<file path="src/rtl/muldiv_unit.sv">
// Iterative RV32M multiply/divide unit: shift-add multiply and restoring
// divide, one bit per cycle, with start/done handshake and flush abort.
module muldiv_unit #(
  parameter int unsigned XLEN = 32
) (
  input  logic            clk,
  input  logic            reset,
  input  logic            start,
  input  logic            flush,
  input  logic [2:0]      op,
  input  logic [XLEN-1:0] rs1,
  input  logic [XLEN-1:0] rs2,
  output logic            busy,
  output logic            done,
  output logic [XLEN-1:0] result
);

  localparam int unsigned CW = $clog2(XLEN);

  typedef enum logic [1:0] {S_IDLE, S_CALC, S_DONE} state_t;

  state_t            r_state;
  logic [CW-1:0]     r_cnt;
  logic [2:0]        r_op;
  logic [XLEN-1:0]   r_a;
  logic [XLEN-1:0]   r_b;
  logic [2*XLEN-1:0] r_acc;
  logic [XLEN-1:0]   r_rem;
  logic              r_neg;
  logic              r_negr;
  logic              r_busy;
  logic              r_done;
  logic [XLEN-1:0]   r_result;

  logic              w_sa;
  logic              w_sb;
  logic              w_a_neg;
  logic              w_b_neg;
  logic [XLEN-1:0]   w_abs_a;
  logic [XLEN-1:0]   w_abs_b;
  logic              w_zero;
  logic              w_ovf;
  logic              w_special;
  logic [XLEN-1:0]   w_special_res;
  logic [XLEN:0]     w_mul_sum;
  logic [2*XLEN-1:0] w_mul_next;
  logic [2*XLEN-1:0] w_prod_s;
  logic [XLEN:0]     w_shift;
  logic [XLEN:0]     w_diff;
  logic              w_ge;
  logic [XLEN-1:0]   w_rem_next;
  logic [XLEN-1:0]   w_quo_next;
  logic [XLEN-1:0]   w_final;
  logic              w_last;

  // Operand signedness, magnitudes and special-case detection at start
  always_comb begin
    w_sa          = !(op == 3'b011 || op == 3'b101 || op == 3'b111);
    w_sb          = (op == 3'b000 || op == 3'b001 || op == 3'b100 || op == 3'b110);
    w_a_neg       = w_sa & rs1[XLEN-1];
    w_b_neg       = w_sb & rs2[XLEN-1];
    w_abs_a       = w_a_neg ? -rs1 : rs1;
    w_abs_b       = w_b_neg ? -rs2 : rs2;
    w_zero        = (rs2 == {XLEN{1'b0}});
    w_ovf         = !op[0] && (rs1 == {1'b1, {(XLEN-1){1'b0}}}) && (rs2 == {XLEN{1'b1}});
    w_special     = op[2] && (w_zero || w_ovf);
    w_special_res = {XLEN{1'b0}};
    if (w_zero)
      w_special_res = op[1] ? rs1 : {XLEN{1'b1}};
    else
      w_special_res = op[1] ? {XLEN{1'b0}} : rs1;
  end

  // One iteration of shift-add multiply and restoring divide, plus final fixup
  always_comb begin
    w_mul_sum  = {1'b0, r_acc[2*XLEN-1:XLEN]} + {1'b0, r_a};
    w_mul_next = r_acc[0] ? {w_mul_sum, r_acc[XLEN-1:1]} : {1'b0, r_acc[2*XLEN-1:1]};
    w_prod_s   = r_neg ? -w_mul_next : w_mul_next;
    // Divide reuses the low accumulator half as dividend/quotient shift register
    w_shift    = {r_rem, r_acc[XLEN-1]};
    w_diff     = w_shift - {1'b0, r_b};
    w_ge       = !w_diff[XLEN];
    w_rem_next = w_ge ? w_diff[XLEN-1:0] : w_shift[XLEN-1:0];
    w_quo_next = {r_acc[XLEN-2:0], w_ge};
    w_last     = (r_cnt == CW'(XLEN-1));
    w_final    = {XLEN{1'b0}};
    case (r_op)
      3'b000:                 w_final = w_prod_s[XLEN-1:0];
      3'b001, 3'b010, 3'b011: w_final = w_prod_s[2*XLEN-1:XLEN];
      3'b100, 3'b101:         w_final = r_neg ? -w_quo_next : w_quo_next;
      default:                w_final = r_negr ? -w_rem_next : w_rem_next;
    endcase
  end

  // Control FSM, datapath registers and registered outputs
  always_ff @(posedge clk) begin
    if (reset) begin
      r_state  <= S_IDLE;
      r_cnt    <= '0;
      r_op     <= '0;
      r_a      <= '0;
      r_b      <= '0;
      r_acc    <= '0;
      r_rem    <= '0;
      r_neg    <= 1'b0;
      r_negr   <= 1'b0;
      r_busy   <= 1'b0;
      r_done   <= 1'b0;
      r_result <= '0;
    end else begin
      r_done <= 1'b0;
      if (flush) begin
        r_state <= S_IDLE;
        r_busy  <= 1'b0;
      end else begin
        case (r_state)
          S_CALC: begin
            if (r_op[2]) begin
              r_acc[XLEN-1:0] <= w_quo_next;
              r_rem           <= w_rem_next;
            end else begin
              r_acc <= w_mul_next;
            end
            r_cnt <= r_cnt + 1'b1;
            if (w_last) begin
              r_state  <= S_DONE;
              r_busy   <= 1'b0;
              r_done   <= 1'b1;
              r_result <= w_final;
            end
          end
          default: begin
            if (start) begin
              r_op   <= op;
              r_a    <= w_abs_a;
              r_b    <= w_abs_b;
              r_neg  <= w_a_neg ^ w_b_neg;
              r_negr <= w_a_neg;
              r_cnt  <= '0;
              r_rem  <= '0;
              r_acc  <= {{XLEN{1'b0}}, (op[2] ? w_abs_a : w_abs_b)};
              if (w_special) begin
                r_state  <= S_DONE;
                r_busy   <= 1'b0;
                r_done   <= 1'b1;
                r_result <= w_special_res;
              end else begin
                r_state <= S_CALC;
                r_busy  <= 1'b1;
              end
            end else begin
              r_state <= S_IDLE;
            end
          end
        endcase
      end
    end
  end

  assign busy   = r_busy;
  assign done   = r_done;
  assign result = r_result;

endmodule

</file>
<file path="config.mk">
export PLATFORM = sky130hd
export DESIGN_NAME = muldiv_unit
export DESIGN_NICKNAME = d
export VERILOG_FILES = /design/src/rtl/muldiv_unit.sv
export SDC_FILE = /design/constraint.sdc
export NUM_CORES = 1
export LEC_CHECK = 0
export ABC_CLOCK_PERIOD_IN_PS = 6600
export CORE_AREA = 2 2 195 197
export DETAILED_ROUTE_END_ITERATION = 12
export DIE_AREA = 0 0 197 199
export GPL_TIMING_DRIVEN = 1
export PLACE_DENSITY_LB_ADDON = 0.08
export SYNTH_ARGS = -nofsm -noshare
export SYNTH_HDL_FRONTEND = slang
export SYNTH_SLANG_ARGS = --single-unit
</file>
<file path="constraint.sdc">
create_clock -name clk -period 6.6 [get_ports clk]
set_input_delay 1.32 -clock clk [delete_from_list [all_inputs] [get_ports clk]]
set_output_delay 1.32 -clock clk [all_outputs]
set_load 0.02 [all_outputs]
</file>
==> flow_metrics.py <==
metrics = {
    "clock_tree": {
        "post_cts.resized_instances": 0,
        "clock_latency_ns": 0.58,
        "cts_root_buffer": "clkbuf_16",
        "clkSlewWorstSetupHoldPaths_ns": 0.06,
        "tritoncts": "yes",
        "cts_max_level": 1,
        "cts-buffers-inserted": 26,
        "cts_post_setup_buffers_inserted": 0,
        "largest_buffer_count_on_any_clock_path": 3,
        "postCtsHoldBufs": 0,
        "clock_sinks": 206,
    },
    "setup_path": {
        "worst-path-buf-inv": 3,
        "worst_r2r_path_depth": 21,
        "crit_fanout": 38,
        "timing.critical_path.required_ns": 7.07,
        "critical_path_depth": 21,
        "cp_data_arrival_time_ns": 5.87,
        "timing.critical_path.from": "r_acc[31]$_SDFFE_PP0P_",
        "crit_path_start_kind": "flip-flop",
        "timing.setup.critical_path_class": "reg2reg",
        "crit-reg2reg-capture": "result[14]$_SDFFE_PP0P_",
        "timing.critical_path.cells": "inv_1 -> ha_1 -> inv_1 -> fa_1 -> a211oi_1 -> o211ai_1 -> a21o_1 -> o211ai_1 -> a21oi_1 -> nor2_2 -> buf_4 -> mux2i_1 -> ha_1 -> and4_1 -> o21a_1 -> mux2i_1 -> or2_2 -> o21ai_0 -> xor2_1 -> o221ai_1 -> a32o_1",
        "cp_slowest_cell": "buf_4",
        "critical_path.endpoint": "result[14]$_SDFFE_PP0P_",
        "endpoint_kind": "flip-flop",
        "crit_path_max_incr_delay_ns": 0.45,
        "critical-path-top-delay-family": "compound AO/OA/AOI/OAI gates",
        "regToRegStartpoint": "r_acc[31]$_SDFFE_PP0P_",
        "regToRegSetupSlack_ns": 1.20,
    },
    "placed_design": {
        "place_area_mm2": 0.0195,
        "placed_cells_incl_taps": 2933,
        "port_buffers": 104,
        "dp_hpwl_mm": 60.7,
        "gp_congestion": 1.05,
        "pre_cts_ws_ns": 1.15,
    },
    "sta": {
        "period_share_pct": 81.8,
        "worst_slew_margin_rel_pct": 22.7,
        "final.setup.tns_ns": 0,
        "hold_violations": 0,
        "fin_worst_hold_slack_ns": 0.450,
        "final-max-slew-violation-count": 0,
        "rsz0062_at_grt": "false",
        "worst_pin_slew_ns": 1.16,
        "min_period_ns": 5.40,
        "layout_setup_ws_ns": 1.20,
        "max_freq_ghz": 0.185,
        "final_setup_fails": 0,
        "skew_ns": 0.0141,
    },
    "logic_synthesis": {
        "post_synth_simple_gate_area_pct": 22.7,
        "synth_nets": 2648,
        "synthesis.area_per_instance_um2": 7.31,
        "post_synthesis_register_bit_count": 206,
        "post_synth_edffs": 0,
        "syn-cell-area_mm2": 0.0183,
        "yosys.area_share.xor_xnor_pct": 10.1,
        "count_of_mapped_cells_out_of_synthesis": 2503,
        "async_flop_share_pct": 0,
        "synth_seq_area_share_pct": 22.5,
        "yosysUniqueCellTypes": 96,
        "synthFlopType": "dfxtp_1",
        "post_synth_mux_area_share_pct": 4.97,
        "synthesized_area_fraction_occupied_by_ao_oa_aoi_and_oai_cells_pct": 28.1,
        "synth_top_family_by_area": "compound AO/OA/AOI/OAI gates",
        "synth_fa_ha_area_share_pct": 6.35,
        "synth_warnings": 0,
    },
    "outcome": {
        "status": "completed",
    },
    "power": {
        "pwr_density_cell_mw_per_mm2": 201,
        "irDropWorstVdd_v": 0.000176,
        "switching_share_pct": 34.9,
        "internal-power_mw": 2.68,
        "power_frac_seq_pct": 33.0,
        "comb_power_share_pct": 26.9,
        "total_leakage_power_nw": 7.60,
        "power.clock.fraction_pct": 40.0,
        "fin_total_pwr_mw": 4.12,
        "net_switching_power_mw": 1.44,
    },
    "layout": {
        "layout-drive-gt1-share_pct": 6.46,
        "final_nets": 2632,
        "finish.instance_area_mm2": 0.0205,
        "syn_to_final_growth_pct": 12.0,
        "fin_cells": 2981,
        "post-route-util_pct": 55.2,
    },
    "global_route": {
        "grt.overflow.total": 0,
        "antenna_found_initial": 7,
        "grt_start_max_net_pins": 64,
        "gr-usage-all-layers_pct": 39.3,
        "first_global_vias": 18300,
        "global_route_wire_length_before_repair_mm": 116,
    },
    "detailed_routing": {
        "total_via_count_after_detailed_routing": 20200,
        "drt.antenna.violating_nets": 0,
        "drc": 0,
        "avgViaCountPerCell": 6.77,
        "post_drt_wl_per_cell_um": 26.4,
        "drtIter0Drc": 2599,
        "drt-total-wl_mm": 78.8,
        "drt_pre_antenna_iters": 10,
    },
    "hold_path": {
        "hold_class": "reg2reg",
    },
    "floorplanning": {
        "start_util_pct": 49.3,
        "die_h_um": 199,
        "ioPinCount": 105,
        "chipWidth_um": 197,
        "core.rowCount": 71,
        "fp.dieArea_mm2": 0.0392,
        "fp.coreArea_mm2": 0.0371,
    },
    "flow_run": {
        "drv.max_cap_violation_count": 0,
    },
}
Yosys cell counts (15+ instances only):
cell type | number | share of area (%)
dfxtp_1 | 206 | 23
a22oi_1 | 62 | 2.5
inv_1 | 63 | 1.3
nor2_1 | 233 | 4.8
a21oi_1 | 153 | 4.2
nand2b_1 | 19 | 0.65
nand2_1 | 321 | 6.6
or3_1 | 33 | 1.1
o221ai_1 | 20 | 0.96
mux2i_1 | 65 | 3.6
o21ai_0 | 224 | 6.1
o31ai_1 | 36 | 1.5
nor3_1 | 79 | 2.2
a31oi_1 | 20 | 0.68
o211ai_1 | 20 | 0.82
ha_1 | 72 | 4.9
maj3_1 | 22 | 1.2
or4_1 | 17 | 0.70
nor4_1 | 32 | 1.1
xnor2_1 | 119 | 5.7
a21o_1 | 24 | 0.99
a221oi_1 | 35 | 1.7
xor2_1 | 92 | 4.4
a211oi_1 | 27 | 1.1
nand3_1 | 31 | 0.85
buf_1 | 15 | 0.31
clkbuf_1 | 154 | 3.2
nand4_1 | 25 | 0.86
mux2_2 | 23 | 1.4
logic make-up (layout without fill, tap and decap cells):
logic type      Yosys count  in the layout
fa+ha+maj                96             96
simple gates            885            885
buf+inv                 248            251
mux                      88             88
compound gates          769            769
other cells               0              1
flops                   206            206
xor+xnor                211            211
registers in the layout, summed over array words and instances (netlist names):
| register | flops |
|---|---|
| done | 1 |
| r_rem | 32 |
| r_acc | 64 |
| r_cnt | 5 |
| r_b | 32 |
| result | 32 |
| r_neg | 1 |
| busy | 1 |
| r_negr | 1 |
| r_state | 2 |
| r_op | 3 |
| r_a | 32 |
cell type report:
cell class	count	area, µm²
Multi-Input combinational cell	2049	13300
Tap cell	474	593
Clock buffer	34	741
Fill cell	3676	16600
Sequential cell	206	4130
Clock inverter	13	231
Timing Repair Buffer	137	1290
Inverter	67	251
Antenna cell	1	2.50
layer usage:
metal | track usage [%] | up-vias | part of all wire, % | wire length, µm
met5 | 0 | - | 0.034 | 27
met4 | 17.0 | 4 | 4.8 | 3810
met3 | 9.63 | 184 | 12 | 9770
met2 | 54.6 | 1243 | 39 | 31000
met1 | 56.9 | 9607 | 43 | 34200
li1 | - | 9140 | - | -
power by group through the flow:
stage / Sequential, mW / Combinational [mW] / Clock (mW)
global placement: 1.38 / 1.07 / 0
finish: 1.36 / 1.11 / 1.65
CTS: 1.35 / 1.08 / 1.66
detailed placement: 1.38 / 1.07 / 0
global route: 1.36 / 1.18 / 1.71
floorplan: 1.32 / 0.732 / 0
how the worst min path moves through the flow:
| stage | from | end | slack [ns] | cells after the start |
|---|---|---|---|---|
| after floorplan | r_b[10]$_SDFFE_PP0P_ | r_b[10]$_SDFFE_PP0P_ | 0.43 | 2 |
| after global placement | r_b[3]$_SDFFE_PP0P_ | r_b[3]$_SDFFE_PP0P_ | 0.44 | 2 |
| after detailed placement | r_b[27]$_SDFFE_PP0P_ | r_b[27]$_SDFFE_PP0P_ | 0.44 | 2 |
| after CTS | r_b[31]$_SDFFE_PP0P_ | r_b[31]$_SDFFE_PP0P_ | 0.46 | 2 |
| after global routing | r_b[15]$_SDFFE_PP0P_ | r_b[15]$_SDFFE_PP0P_ | 0.48 | 2 |
| final | r_b[27]$_SDFFE_PP0P_ | r_b[27]$_SDFFE_PP0P_ | 0.45 | 2 |
cell usage in the layout, fill, tap and decap left out, types with 35 or more instances in the layout:
master	netlist	final
nand2_1	321	321
nor2_1	233	230
o21ai_0	224	224
dfxtp_1	206	203
a21oi_1	153	153
xnor2_1	119	119
clkdlybuf4s50_1	0	103
xor2_1	92	92
nor3_1	79	77
ha_1	72	72
mux2i_1	65	65
inv_1	63	63
a22oi_1	62	62
o31ai_1	36	36
a221oi_1	35	35
worst register-to-register path, stage by stage, from the launching register on:
cell	delay (ns)
dfxtp_1	0.31
inv_1	0.10
ha_1	0.18
inv_1	0.05
fa_1	0.43
a211oi_1	0.34
o211ai_1	0.21
a21o_1	0.24
o211ai_1	0.21
a21oi_1	0.18
nor2_2	0.18
buf_4	0.45
mux2i_1	0.36
ha_1	0.28
and4_1	0.25
o21a_1	0.13
mux2i_1	0.12
or2_2	0.36
o21ai_0	0.27
xor2_1	0.19
o221ai_1	0.16
a32o_1	0.30
(Power assumes the default switching activity.)
